**src/rtl/fpu_pkg.sv**
```systemverilog
// Shared FPU constants: rounding-mode encodings and requester ids.
// Latency: n/a (definitions only).
// Backpressure: n/a.
package fpu_pkg;

    localparam logic [1:0] RM_RNE = 2'b00;  // round to nearest, ties to even
    localparam logic [1:0] RM_RDN = 2'b01;  // round toward -inf
    localparam logic [1:0] RM_RUP = 2'b10;  // round toward +inf
    localparam logic [1:0] RM_RTZ = 2'b11;  // round toward zero

    localparam logic REQ_FPU = 1'b0;        // FP issue stage
    localparam logic REQ_DIV = 1'b1;        // divide/sqrt sequencer

endpackage

```
**src/rtl/fmul_arb2.sv**
```systemverilog
// Two-way arbiter for the shared multiplier: round-robin or fixed priority.
// Latency: grants are combinational; the rr pointer updates on the clock.
// Backpressure: no grant at all while en is low (stall, flush or reset).
//
// Ports: clk/rst, en (grant permitted this cycle), req0/req1 (requests),
//        gnt0/gnt1 (one-hot-or-zero grants).
module fmul_arb2
    import fpu_pkg::*;
#(
    parameter int FIXED_PRIO = 0
) (
    input  logic clk,
    input  logic rst,
    input  logic en,
    input  logic req0,
    input  logic req1,
    output logic gnt0,
    output logic gnt1
);

    // Favoured requester when both contend (round-robin mode only).
    logic rr;

    always_comb begin
        gnt0 = 1'b0;
        gnt1 = 1'b0;
        if (en) begin
            if (req0 && req1) begin
                if (FIXED_PRIO != 0 || rr == REQ_FPU) begin
                    gnt0 = 1'b1;
                end else begin
                    gnt1 = 1'b1;
                end
            end else begin
                gnt0 = req0;
                gnt1 = req1;
            end
        end
    end

    // The pointer only moves on real contention, so a lone requester
    // does not steal the other's next turn.
    always_ff @(posedge clk or posedge rst) begin
        if (rst) begin
            rr <= REQ_FPU;
        end else if (FIXED_PRIO == 0 && en && req0 && req1) begin
            rr <= ~rr;
        end
    end

endmodule

```
**src/rtl/fmul_ctrl.sv**
```systemverilog
// Shares one pipelined FP multiplier between the issue stage and the div/sqrt sequencer.
// Latency: op accepted in cycle t returns res_valid in cycle t+STAGES; 1 op/cycle.
// Backpressure: res_ready low with a result waiting stalls the whole pipe and drops both readies.
//
// Ports: req0_*/req1_* requester inputs with *_ready accepts; flush cancels in-flight ops;
//        mul_a/mul_b/stage_en/norm_rm drive the datapath, fmul_s is its result;
//        res_* is the valid/ready result port; busy = any stage occupied.
module fmul_ctrl
    import fpu_pkg::*;
#(
    parameter int STAGES     = 3,
    parameter int TAG_W      = 5,
    parameter int FIXED_PRIO = 0
) (
    input  logic              clk,
    input  logic              rst,
    input  logic              req0_valid,
    output logic              req0_ready,
    input  logic [31:0]       req0_a,
    input  logic [31:0]       req0_b,
    input  logic [1:0]        req0_rm,
    input  logic [TAG_W-1:0]  req0_tag,
    input  logic              req1_valid,
    output logic              req1_ready,
    input  logic [31:0]       req1_a,
    input  logic [31:0]       req1_b,
    input  logic [1:0]        req1_rm,
    input  logic [TAG_W-1:0]  req1_tag,
    input  logic              flush,
    output logic [31:0]       mul_a,
    output logic [31:0]       mul_b,
    output logic [STAGES-1:0] stage_en,
    output logic [1:0]        norm_rm,
    input  logic [31:0]       fmul_s,
    output logic              res_valid,
    input  logic              res_ready,
    output logic              res_id,
    output logic [TAG_W-1:0]  res_tag,
    output logic [31:0]       res_s,
    output logic              busy
);

    typedef struct packed {
        logic             id;
        logic [TAG_W-1:0] tag;
        logic [1:0]       rm;
    } meta_t;

    logic [STAGES-1:0] v;
    meta_t             meta [STAGES];
    meta_t             meta_in;
    logic              adv;
    logic              gnt0;
    logic              gnt1;
    logic              grant_any;

    // Global stall: everything moves unless a finished result is blocked.
    // Reset is folded in so readies and stage enables are low while it is held.
    assign adv = (~v[STAGES-1] | res_ready) & ~rst;

    fmul_arb2 #(
        .FIXED_PRIO (FIXED_PRIO)
    ) u_arb (
        .clk  (clk),
        .rst  (rst),
        .en   (adv & ~flush),
        .req0 (req0_valid),
        .req1 (req1_valid),
        .gnt0 (gnt0),
        .gnt1 (gnt1)
    );

    assign grant_any  = gnt0 | gnt1;
    assign req0_ready = gnt0;
    assign req1_ready = gnt1;

    // Default to requester 0 when idle; v[0] loads 0 so the operands are ignored.
    assign mul_a = gnt1 ? req1_a : req0_a;
    assign mul_b = gnt1 ? req1_b : req0_b;

    always_comb begin
        meta_in.id  = gnt1 ? REQ_DIV : REQ_FPU;
        meta_in.tag = gnt1 ? req1_tag : req0_tag;
        meta_in.rm  = gnt1 ? req1_rm  : req0_rm;
    end

    // Metadata is not cleared by flush; only the valid bits matter.
    always_ff @(posedge clk or posedge rst) begin
        if (rst) begin
            v <= '0;
            for (int i = 0; i < STAGES; i++) begin
                meta[i] <= '0;
            end
        end else begin
            if (flush) begin
                v <= '0;
            end else if (adv) begin
                v <= {v[STAGES-2:0], grant_any};
            end
            if (adv) begin
                meta[0] <= meta_in;
                for (int i = 1; i < STAGES; i++) begin
                    meta[i] <= meta[i-1];
                end
            end
        end
    end

    assign stage_en  = {STAGES{adv}};
    assign res_valid = v[STAGES-1];
    assign res_id    = meta[STAGES-1].id;
    assign res_tag   = meta[STAGES-1].tag;
    assign norm_rm   = meta[STAGES-1].rm;
    assign res_s     = fmul_s;
    assign busy      = |v;

endmodule
```
**config.mk**
```make
export PLATFORM = sky130hd
export DESIGN_NAME = fmul_ctrl
export DESIGN_NICKNAME = d
export VERILOG_FILES = /design/src/rtl/fpu_pkg.sv /design/src/rtl/fmul_arb2.sv /design/src/rtl/fmul_ctrl.sv
export SDC_FILE = /design/constraint.sdc
export NUM_CORES = 1
export LEC_CHECK = 0
export CORE_AREA = 2 2 113 115
export CTS_BUF_LIST = sky130_fd_sc_hd__clkbuf_16
export DETAILED_ROUTE_END_ITERATION = 12
export DIE_AREA = 0 0 115 117
export DONT_BUFFER_PORTS = 1
export GPL_TIMING_DRIVEN = 0
export PLACE_DENSITY_LB_ADDON = 0.25
export SYNTH_ARGS = -nofsm -noshare
export SYNTH_HDL_FRONTEND = slang
export SYNTH_SLANG_ARGS = --single-unit
```
**constraint.sdc**
```tcl
create_clock -name clk -period 6.4 [get_ports clk]
set_clock_uncertainty 0.2 [all_clocks]
set_input_delay 1.28 -clock clk [delete_from_list [all_inputs] [get_ports clk]]
set_output_delay 1.28 -clock clk [all_outputs]
set_load 0.05 [all_outputs]
```
# == Word-level counts from Yosys, hierarchy flattened ==
# Index checks and enable logic that the tools add are counted.
# op_classes
reduce_logical,5
n_mux,13
n_bitwise,8
# op_table
op,n
$mux W32,2
$mux W1,7
$mux W3,2
$mux W5,1
$not A1 Y1,4
$logic_and A1 B1 Y1,3
$reduce_or A3 Y1,1
$and A1 B1 Y1,2
$mux W2,1
$or A1 B1 Y1,2
$reduce_bool A2 Y1,1
# word_totals
elab_cells,37
input_bits,180
out_inout_bits,111
reg_bits,28

# == Longest topological paths before layout ==
# logic_depth
depth_word,8
mapped_depth,5
ltp_nobuf,4

# == Modules after synthesis ==
# A second synthesis with hierarchy kept.
# hier_totals
cells_unflattened,197
area_unflattened_um2,2567.5
# modules_own_cells
mod,n_inst,seq_area_each_um2,area_per_inst_um2,cells_per_inst
fmul_ctrl,1,675.6,2503.7,188
fmul_arb2,1,25.0,63.8,9

# == Worst setup path before layout ==
# OpenSTA, ideal clock, no wires.
# synth_timing
path_type,input to output
startpoint,input res_ready
endpoint,output req0_ready
slack_ns,0.933
t_arrival_ns,3.987
n_path_buf,0
t_required_ns,4.920
cell_stages,3
cell_sequence,nand2b_1 > nand2_2 > a2111oi_0
# synth_between
elab_chain_cells,4
# synth_rtl
item,line,source
"start, declared",fmul_ctrl.sv:36,"input logic res_ready,"
$or A1 B1 Y1,fmul_ctrl.sv:59,assign adv = (~v[STAGES-1] | res_ready) & ~rst;
$and A1 B1 Y1,fmul_ctrl.sv:59,
$and A1 B1 Y1,fmul_ctrl.sv:66,".en (adv & ~flush),"
$mux W1,fmul_arb2.sv:27,if (en) begin
"end, declared",fmul_ctrl.sv:18,"output logic req0_ready,"
# Every way passes these cells.

# == Worst setup path in the final report ==
# layout_timing
startpoint,input flush
endpoint,output mul_b[24]
# layout_between
elab_chain_cells,4
# layout_rtl
item,line,source
"start, declared",fmul_ctrl.sv:29,"input logic flush,"
$not A1 Y1,fmul_ctrl.sv:66,
$and A1 B1 Y1,fmul_ctrl.sv:66,
$mux W1,fmul_arb2.sv:27,
named net req1_ready,fmul_ctrl.sv:24,"output logic req1_ready,"
$mux W32,fmul_ctrl.sv:79,assign mul_b = gnt1 ? req1_b : req0_b;
"end, declared",fmul_ctrl.sv:31,"output logic [31:0] mul_b,"
# The timed path passes the listed nets, and every way through them passes these cells.

==> flow_summary.yaml <==
synth:
  synth_top_cell_area_share: 0.2991
  ys_seq_elements: 28
  ys_async_sr_fraction: 1.000
  synth_edf_count: 0
  yosys-top-cells-count: "buf_4, mux2_1, mux2_2"
  ys.flop_type: "dfrtp_1"
  yosysSeqAreaShare: 0.2991
  synth_largest_area_cell: "dfrtp_1"
  avgSynthCellArea_um2: 10.95
  syn-num-nets: 394
  syn-cell-area_mm2: 0.002342
  yosys_warnings: 0
  synthTopCellsByArea: "dfrtp_1, mux2_1, mux2_2"
  synth_most_common_cell: "buf_4"
  synth_cells: 214
  yosysUniqueCellTypes: 26
cts:
  cts_root_buffer: "clkbuf_16"
  cts_tree: "built"
  cts_num_sinks: 28
  postCtsSetupRepairBufs: 0
  clock_latency_ns: 0.26
  cts.path.max_buffers: 2
  cts-resized-gates: 0
  numCtsBuffers: 3
  hold_buffers: 0
  clk_pin_slew_ns: 0.07
  cts_max_level: 1
worst_setup_path:
  cp_max_fo: 10
  critical_path_arrival_ns: 2.85
  critical_path_required_ns: 4.92
  crit_type: "in2out"
  start_kind: "input pin"
  end_kind: "primary output"
global_routing:
  grt_usage: 0.1178
  grt_pass1_vias: 1486
  antenna_found_initial: 11
  grt_max_degree: 38
  grt_pass1_wl_um: 10770
  grt_overflow: 0
routing:
  drc: 0
  firstDrtPassIters: 4
  ant_nets: 0
  drt_wl_total_um: 9200
  vias_per_cell: 4.602
  vias: 1721
  drt_iter0_drc: 41
  routedWlPerCell_um: 24.60
sta:
  slew_headroom: 0.1113
  fin_crit_ns: 4.328
  worst_pin_slew_ns: 1.331
  setup_tns_ns: 0
  finalHoldViolCount: 0
  setup_viol: 0
  drv_slew: 0
  setup_slack_ns: 2.072
  rsz0062_at_grt: "false"
  post-route-period-util: 0.6762
  fmax_mhz: 231.1
floorplanning:
  dieArea_mm2: 0.01346
  core_mm2: 0.01231
  rows: 41
  start_util: 0.1902
  dieHeight_um: 117
  io_pins: 291
  die-width_um: 115
place:
  placed_area_mm2: 0.002537
  dp_slack_ns: 1.986
  gp_congestion: 0.7477
  dp_hpwl_um: 8097
  io_buffer_count: 0
layout:
  post-route-cell-area_mm2: 0.002658
  nNetsFinal: 399
  areaGrowthSynthToFinish_pct: 13.46
  drive_gt1_frac: 0.5000
  n_fill_cell: 1322
power:
  power_per_cell_area_mw_per_mm2: 295.2
  cellLeakagePower_nw: 1.049
  ir_worst_vdd_mv: 0.1275
flow_run:
  maxCapViolCount: 0
min_path:
  hold_path_class: "reg2reg"
outcome:
  status: "completed"
[worst max-delay path, cell delays in order]
cell and delay [ns]:
nand2b_4 0.15, nor4_4 0.34, buf_2 0.53, mux2_2 0.54
[state kept, by name, summed over array words and instances (netlist names)]
register  cells
res_id        1
res_tag       5
norm_rm       2
meta         16
u_arb.rr      1
v             3
[metal layers]
metal / vias up / share of wire / GRT usage
met4: 4 / 0.0055 / 0.01205
met2: 157 / 0.38 / 0.1365
met5: - / 0.0029 / 0
li1: 743 / - / -
met3: 10 / 0.23 / 0.1308
met1: 807 / 0.39 / 0.1466
[report_power, final]
group | internal (W) | total [W] | switching [W]
Clock | 0.000125 | 0.000186 | 0.0000612
Combinational | 0.0000902 | 0.000368 | 0.000278
Sequential | 0.000207 | 0.000230 | 0.0000229
[per-stage QoR]
step | hold WS [ns] | total power [W] | std cells | utilization
CTS | 0.2793 | 0.0007899 | 368 | 0.2146
floorplan | 0.2441 | 0.0005667 | 214 | -
global route | 0.3169 | 0.0008175 | 370 | 0.2150
finish | 0.2799 | 0.0007846 | 374 | 0.2159
detailed placement | 0.2629 | 0.0006034 | 364 | 0.2061
global placement | 0.2575 | 0.0006015 | 364 | 0.2055
[cells by family after synthesis]
kind of cell              Yosys count  share of synthesized area
DFF                                28                     0.2991
buffers and inverters              57                     0.1763
muxes                              80                     0.3846
xor gates and xnor gates            1                   0.003740
AOI/OAI and AO/OA                  28                    0.06624
and+or+nand+nor                    20                    0.06998
[placed cells by master (no fill, tap or decap), types with 2 or more instances in the layout]
cell and n:
a21oi_1 10, a31oi_1 7, buf_2 3, buf_4 42
buf_6 5, clkbuf_1 3, clkbuf_16 3, dfrtp_1 28
diode_2 6, inv_1 2, mux2_1 40, mux2_2 40
nand3_1 2, nor2b_2 2, nor4_1 2, o21ai_0 9
or3b_2 7
[layout make-up]
cell class	instances	area, um^2	area share
Multi-Input combinational cell	129	1235	0.4647
Clock buffer	3	75.07	0.02825
Clock inverter	1	30.03	0.01130
Sequential cell	28	700.7	0.2637
Tap cell	150	187.7	0.07062
Antenna cell	6	15.01	0.005650
Inverter	3	11.26	0.004237
Buffer	54	402.9	0.1516
[final timing paths]
check	slack [ns]	cells after the start	start	endpoint
max	2.07	4	flush	mul_b[24]
max reg2reg	4.19	5	v[2]	norm_rm[1]
max in group asynchronous	4.44	2	rst	meta[13]
min in group asynchronous	1.03	2	rst	v[2]
min reg2reg	0.28	1	meta[23]	meta[23]
min	0.28	1	meta[23]	meta[23]
(Power assumes the default switching activity.)
